===== src/rtl/regfile_sb.sv =====
// regfile_sb: multi-port register file with a destination scoreboard.
// State updates on the falling edge of c_clk; reset_n is async active-low.
//
// Ports:
//   c_clk, reset_n            clock (falling-edge active), async reset
//   rd_valid/rd_adr           per-port read enable and address (slice p)
//   rd_data/rd_busy           per-port read data and pending-write flag
//   adder_write_*             write port A (wins on address collision)
//   shift_write_*             write port B
//   rsv_valid/rsv_adr         destination reservation request
//   rsv_ready                 reservation can be accepted this cycle
//   busy_vec                  scoreboard, one bit per register
//
// Optional: define REGFILE_BYPASS_EN to forward same-cycle write data
// to matching reads (rd_busy then reads 0 for that address).

module regfile_sb #(
  parameter int DATA_W   = 32,
  parameter int NUM_REGS = 16,
  parameter int RD_PORTS = 4,
  localparam int AW      = $clog2(NUM_REGS)
) (
  input  logic                       c_clk,
  input  logic                       reset_n,
  input  logic [RD_PORTS-1:0]        rd_valid,
  input  logic [RD_PORTS*AW-1:0]     rd_adr,
  output logic [RD_PORTS*DATA_W-1:0] rd_data,
  output logic [RD_PORTS-1:0]        rd_busy,
  input  logic                       adder_write_valid,
  input  logic [AW-1:0]              adder_write_adr,
  input  logic [DATA_W-1:0]          adder_write_data,
  input  logic                       shift_write_valid,
  input  logic [AW-1:0]              shift_write_adr,
  input  logic [DATA_W-1:0]          shift_write_data,
  input  logic                       rsv_valid,
  input  logic [AW-1:0]              rsv_adr,
  output logic                       rsv_ready,
  output logic [NUM_REGS-1:0]        busy_vec
);

  logic [DATA_W-1:0]   regs [NUM_REGS];
  logic [NUM_REGS-1:0] busy_nxt;
  logic                wa;
  logic                wb;
  logic                rsv_acc;

  // Writes are masked while in reset so they cannot disturb rsv_ready
  // or the bypass path. Port B is dropped when it collides with A.
  assign wa = adder_write_valid & reset_n;
  assign wb = shift_write_valid & reset_n &
              ~(wa & (shift_write_adr == adder_write_adr));

  // A write landing on the requested register this cycle blocks the
  // reservation, so clear always beats set.
  assign rsv_ready = ~busy_vec[rsv_adr] &
                     ~(wa & (adder_write_adr == rsv_adr)) &
                     ~(wb & (shift_write_adr == rsv_adr));

  assign rsv_acc = rsv_valid & rsv_ready & reset_n;

  always_comb begin
    busy_nxt = busy_vec;
    if (rsv_acc) busy_nxt[rsv_adr] = 1'b1;
    if (wb) busy_nxt[shift_write_adr] = 1'b0;
    if (wa) busy_nxt[adder_write_adr] = 1'b0;
  end

  always_ff @(negedge c_clk or negedge reset_n) begin
    if (!reset_n) begin
      busy_vec <= '0;
      for (int i = 0; i < NUM_REGS; i++) regs[i] <= '0;
    end else begin
      busy_vec <= busy_nxt;
      if (wb) regs[shift_write_adr] <= shift_write_data;
      if (wa) regs[adder_write_adr] <= adder_write_data;
    end
  end

  for (genvar p = 0; p < RD_PORTS; p++) begin : g_rd
    logic [AW-1:0]     adr;
    logic [DATA_W-1:0] d;
    logic              b;

    assign adr = rd_adr[p*AW +: AW];

    always_comb begin
      d = regs[adr];
      b = busy_vec[adr];
`ifdef REGFILE_BYPASS_EN
      if (wa && adder_write_adr == adr) begin
        d = adder_write_data;
        b = 1'b0;
      end else if (wb && shift_write_adr == adr) begin
        d = shift_write_data;
        b = 1'b0;
      end
`else
`endif
    end

    assign rd_data[p*DATA_W +: DATA_W] = rd_valid[p] ? d : '0;
    assign rd_busy[p] = rd_valid[p] & b;
  end

endmodule


===== config.mk =====
export PLATFORM = sky130hd
export DESIGN_NAME = regfile_sb
export DESIGN_NICKNAME = d
export VERILOG_FILES = /design/src/rtl/regfile_sb.sv
export SDC_FILE = /design/constraint.sdc
export NUM_CORES = 2
export LEC_CHECK = 0
export ABC_CLOCK_PERIOD_IN_PS = 5000
export BUFFER_PORTS_ARGS = -buffer_cell sky130_fd_sc_hd__clkbuf_2
export CAP_MARGIN = 5
export CELL_PAD_IN_SITES_DETAIL_PLACEMENT = 1
export CELL_PAD_IN_SITES_GLOBAL_PLACEMENT = 2
export CORE_MARGIN = 2
export CORE_UTILIZATION = 45
export DETAILED_ROUTE_END_ITERATION = 10
export GPL_ROUTABILITY_DRIVEN = 0
export GPL_TIMING_DRIVEN = 0
export PLACE_DENSITY_LB_ADDON = 0.2
export SETUP_SLACK_MARGIN = 0.2
export SLEW_MARGIN = 40
export SYNTH_ARGS = -nofsm -noshare
export SYNTH_HDL_FRONTEND = slang
export SYNTH_SLANG_ARGS = --single-unit

===== constraint.sdc =====
create_clock -name c_clk -period 5 [get_ports c_clk]
set_input_delay 1 -clock c_clk [delete_from_list [all_inputs] [get_ports c_clk]]
set_output_delay 1 -clock c_clk [all_outputs]
set_load 0.02 [all_outputs]

==> Word-level counts from Yosys, hierarchy flattened <==
Cells that the tools add are included.
{ "op_classes": {"n_addsub": 0, "multipliers": 0, "n_div": 0, "n_lt_le_gt_ge": 18, "n_eq_ne": 3, "shift": 0, "mux": 43, "bitwise_logic": 29, "n_reduce_logical": 5} }
{ "ops": {"columns": ["operator", "n"], "rows": [
  ["bitwise mux 512 bit", 2],
  ["2-to-1 mux 512 bit", 2],
  ["binary-select mux 32 bit (select 4 bit)", 4],
  ["2-to-1 mux 32 bit", 14],
  ["demux 32 bit (select 4 bit)", 2],
  ["2-to-1 mux 16 bit", 3],
  ["< comparator 4 x 5 -> 1 bit, second input constant", 7],
  ["AND 16 bit", 2],
  ["NOT 16 bit", 2],
  [">= comparator 5 bit, second input constant", 6],
  ["NOT 4 -> 5 bit", 6],
  ["binary-select mux 1 bit (select 4 bit)", 5],
  ["bitwise OR 16 bit", 1],
  ["AND 1 bit", 14],
  ["demux 1 bit (select 4 bit)", 3],
  ["== test 4 bit", 3],
  [">= comparator 4 x 1 -> 1 bit, second input constant", 3],
  ["< comparator 5 x 1 -> 1 bit, second input constant", 2],
  ["2-to-1 mux 1 bit", 8],
  ["logical AND 1 bit", 5],
  ["NOT 1 bit", 4]
]} }
{ "word_totals": {"ff_bits": 528, "latchBits": 0, "mem_bits_rw": 0, "rom_bits": 0, "inputBits": 101, "output_inout_bits": 149, "elab_cells": 115, "n_memories": 0} }

==> Logic depth before layout (Yosys ltp) <==
{ "logic_depth": {"ltp_word": 14, "ltp_mapped": 8, "mapped_depth_nobuf": 5} }

==> impl_metrics.toml <==
[synth]
yosysTopAreaCellShare_pct = 36.0
synth-xor-area-share_pct = 0.233
synthMuxAreaShare_pct = 40.7
postSynthCellCount = 3823
synth_compound_area_share_pct = 8.30
synth_edf_count = 0
syn-mean-instance-area_um2 = 10.8
syn_area_um2 = 41400
synth_area_leader_cell = "mux4_2"
synth_fp_nets = 3924
ys_warn_count = 0
yosys.area_share.adder_pct = 0
ys_top_cells_by_area = "mux4_2, dfrtn_1, nand2_1, nor2_1, mux2i_1"
post_synth_and_or_nand_nor_area_fraction_pct = 13.5
yosysSeqAreaShare_pct = 31.9
ys_types = 38
async_flop_share_pct = 100
ys_dominant_reg_cell = "dfrtn_1"
ys_ff_latch = 528
synth_top_family_by_area = "multiplexers"

[worst_setup_path]
crit_chain = "mux4_2, mux4_2, and2_4, buf_6"
regToRegSetupSlack_ns = 3.08
critical_path_class = "register to output port"
crit_buf_inv = 1
timing.rr.start = "busy_vec[3]"
r2r-end = "busy_vec[3]"
cp.required_ns = 4.00
crit_slowest_cell = "mux4_2"
critPathLaunchType = "register"
cp-end-kind = "output port"
worst_ep_arrival_time_ns = 5.04
ff2ff_path_depth = 7
path_delay_family = "multiplexers"
slowest_delay_ns = 0.58
cpMostUsedCell = "mux4_2"
critical_path.max_fanout = 5

[timing]
finalClockSkew_ns = 0.00671
hold_violations = 0
fin_ws_ns = -1.04
slew_viol_final = 0
grt_setup_unrepaired = "true"
slew_headroom_pct = 29.7
holdWs_ns = 0.563
tightest_slew_ns = 1.05
finalSetupViolations = 554

[power]
power_leakage_nw = 23.6
switching_share_pct = 37.1
p_clk_share_pct = 26.6
p_sw_mw = 7.79
ir_worst_vdd_mv = 0.280
p_seq_share_pct = 35.0
p_comb_share_pct = 38.5
intPower_mw = 13.2
power_density_nw_per_um2 = 383

[routing]
drtAntennaViolNets = 0
dr.pass1.iters = 11
remaining_drc_errors = 1
dr_wl_met3_mm = 42.9
wl_met2_mm = 103
drtIter0Drc = 8394
top_layer_used = "met5"
wl_mm = 253
wl_per_cell_um = 45.2
drt-vias-per-instance = 7.88
vias = 44200
m1WireLength_mm = 81.8

[cells_and_area]
num-nets-final = 4458
fin_area_um2 = 54800
area_growth_pct = 32.1
drive_gt1_share_pct = 44.1

[clock_network]
cts_max_path_buffers = 3
clock_latency_ns = 0.64
tritoncts = "done"
htree_levels = 3
cts-root-buf = "clkbuf_16"
numCtsBuffers = 69
postCtsHoldBufs = 0
path_clk_slew_ns = 0.05
clock-sinks = 528

[floorplanning]
pin_count = 250
dieArea_um2 = 94500
dieWidth_um = 307
dieHeight_um = 307
rows = 111
start_util_pct = 45.3
core_um2 = 91500

[placement]
io_buffer_count = 192
placed_area_um2 = 45200
pre_cts_ws_ns = -2.33
hpwl_mm = 157

[global_routing]
grt_use_total_pct = 50.3
grt-ovfl-total = 0
grt_pass1_vias = 42200
grt_antenna_before_repair = 9
grt_first_pass_wirelength_mm = 329
grt_max_degree = 59

[run]
drv_cap = 0

[worst_hold_path]
min_path_cells = 2
hold_path.startpoint = "regs[404]"
min_path_type = "register to register"
hold_path_end = "regs[404]"

[run_status]
outcome = "complete, but fails checks"
violations = "design-rule violations, negative setup slack"
[final cells by class]
cell class	instances	area, um^2
tap	1186	1480
clock inverter	28	332
multi-input combinational	2820	27700
sequential	528	13200
timing repair buffer	463	5680
fill	9246	36800
antenna	9	22.5
inverter	3	11.3
clock buffer	95	2060
buffer	472	4250
[metrics by stage]
stage | TNS (ns) | utilization (%) | total power, mW | std cells
after floorplan | -0.179 | - | 11.6 | 3823
after global placement | - | 48.9 | 13.6 | 5201
after detailed placement | -1040.01 | 49.4 | 14.0 | 5213
after CTS | -115.50 | 56.1 | 19.6 | 5477
after global routing | -155.96 | 59.8 | 21.3 | 5596
final | -152.20 | 59.8 | 21.0 | 5604
[power by group through the flow]
stage	Sequential (mW)	Combinational [mW]	Clock, mW
6_report	7.34	8.07	5.58
5_1_grt	7.40	8.27	5.61
4_1_cts	7.08	7.11	5.43
3_5_place_dp	7.13	6.87	0
3_3_place_gp	6.96	6.67	0
2_1_floorplan	6.56	5.05	0
[synthesized netlist by cell type (2+ instances only)]
cell / number
mux4_2: 663
nand2_1: 639
nor2_1: 529
dfrtn_1: 528
a31oi_1: 289
clkbuf_1: 268
a21oi_1: 267
mux2i_1: 195
and2_1: 133
buf_2: 100
buf_1: 55
buf_6: 36
nand3_1: 21
buf_4: 13
nor2b_1: 7
o21ai_1: 7
xnor2_1: 7
a211oi_2: 6
nand4_1: 6
nor3_1: 6
nor3b_1: 6
o211ai_2: 5
a21boi_1: 4
xor2_1: 4
and3_1: 3
inv_1: 3
nand2b_1: 3
nand4b_1: 3
o211ai_1: 3
o21ai_2: 3
o21ai_0: 2
or2_2: 2
or3_1: 2
[routing by layer]
metal	up-vias	global-route usage, %
met1	22400	59.7
met5	-	3.57
met3	1567	25.9
met2	4836	70.2
li1	15400	-
met4	16	35.1
[cell usage in the layout, fill, tap and decap left out, drive strengths merged, types with 6 or more instances in the layout]
master	n
buf	592
nor3b	6
nand2	639
nand3	21
mux2i	195
a21oi	267
xnor2	7
o21ai	12
o211ai	8
clkbuf	434
mux4	663
nor2b	7
a211oi	7
a31oi	289
bufinv	6
clkinv	17
nor2	529
nand4	6
inv	6
dfrtn	528
diode	9
nor3	6
and2	133
[registers in the layout, summed over array words and instances (netlist names)]
signal and flops:
busy_vec 16, regs 512
[worst register-to-register path: stages, from the launching register on]
cell       delay (ns)
dfrtn_1          0.40
buf_4            0.17
buf_4            0.14
mux2i_1          0.14
o22ai_1          0.12
a211oi_1         0.22
o21ai_1          0.19
a2111oi_1        0.49
[repair_timing]
item | in CTS | in global routing
endpoints found under the setup margin | 677 | 673
gates cloned | 25 | 22
setup buffers | 116 | 95
pin swaps | 64 | 133
gates resized for setup | 472 | 683
[cell families (layout without fill, tap and decap cells)]
group / after synthesis / in the layout
AOI/OAI and AO/OA: 590 / 590
other: 0 / 9
muxes: 858 / 858
xor gates and xnor gates: 11 / 11
DFF: 528 / 528
and+or+nand+nor: 1361 / 1361
buffers and inverters: 475 / 1061
[worst max-delay path by stage]
stage                     slack, ns           end         start  cells after the start
after detailed placement      -2.33     regs[474]       reset_n                     11
final                         -1.04   rd_data[96]     regs[128]                      4
after global placement       -13.23     regs[401]       reset_n                      7
after floorplan               -0.04    rd_busy[0]  busy_vec[15]                      3
after CTS                     -0.92  rd_data[112]     regs[304]                      4
after global routing          -1.01    rd_busy[2]   busy_vec[3]                      4
No activity file was read; power rests on OpenSTA's default activity.
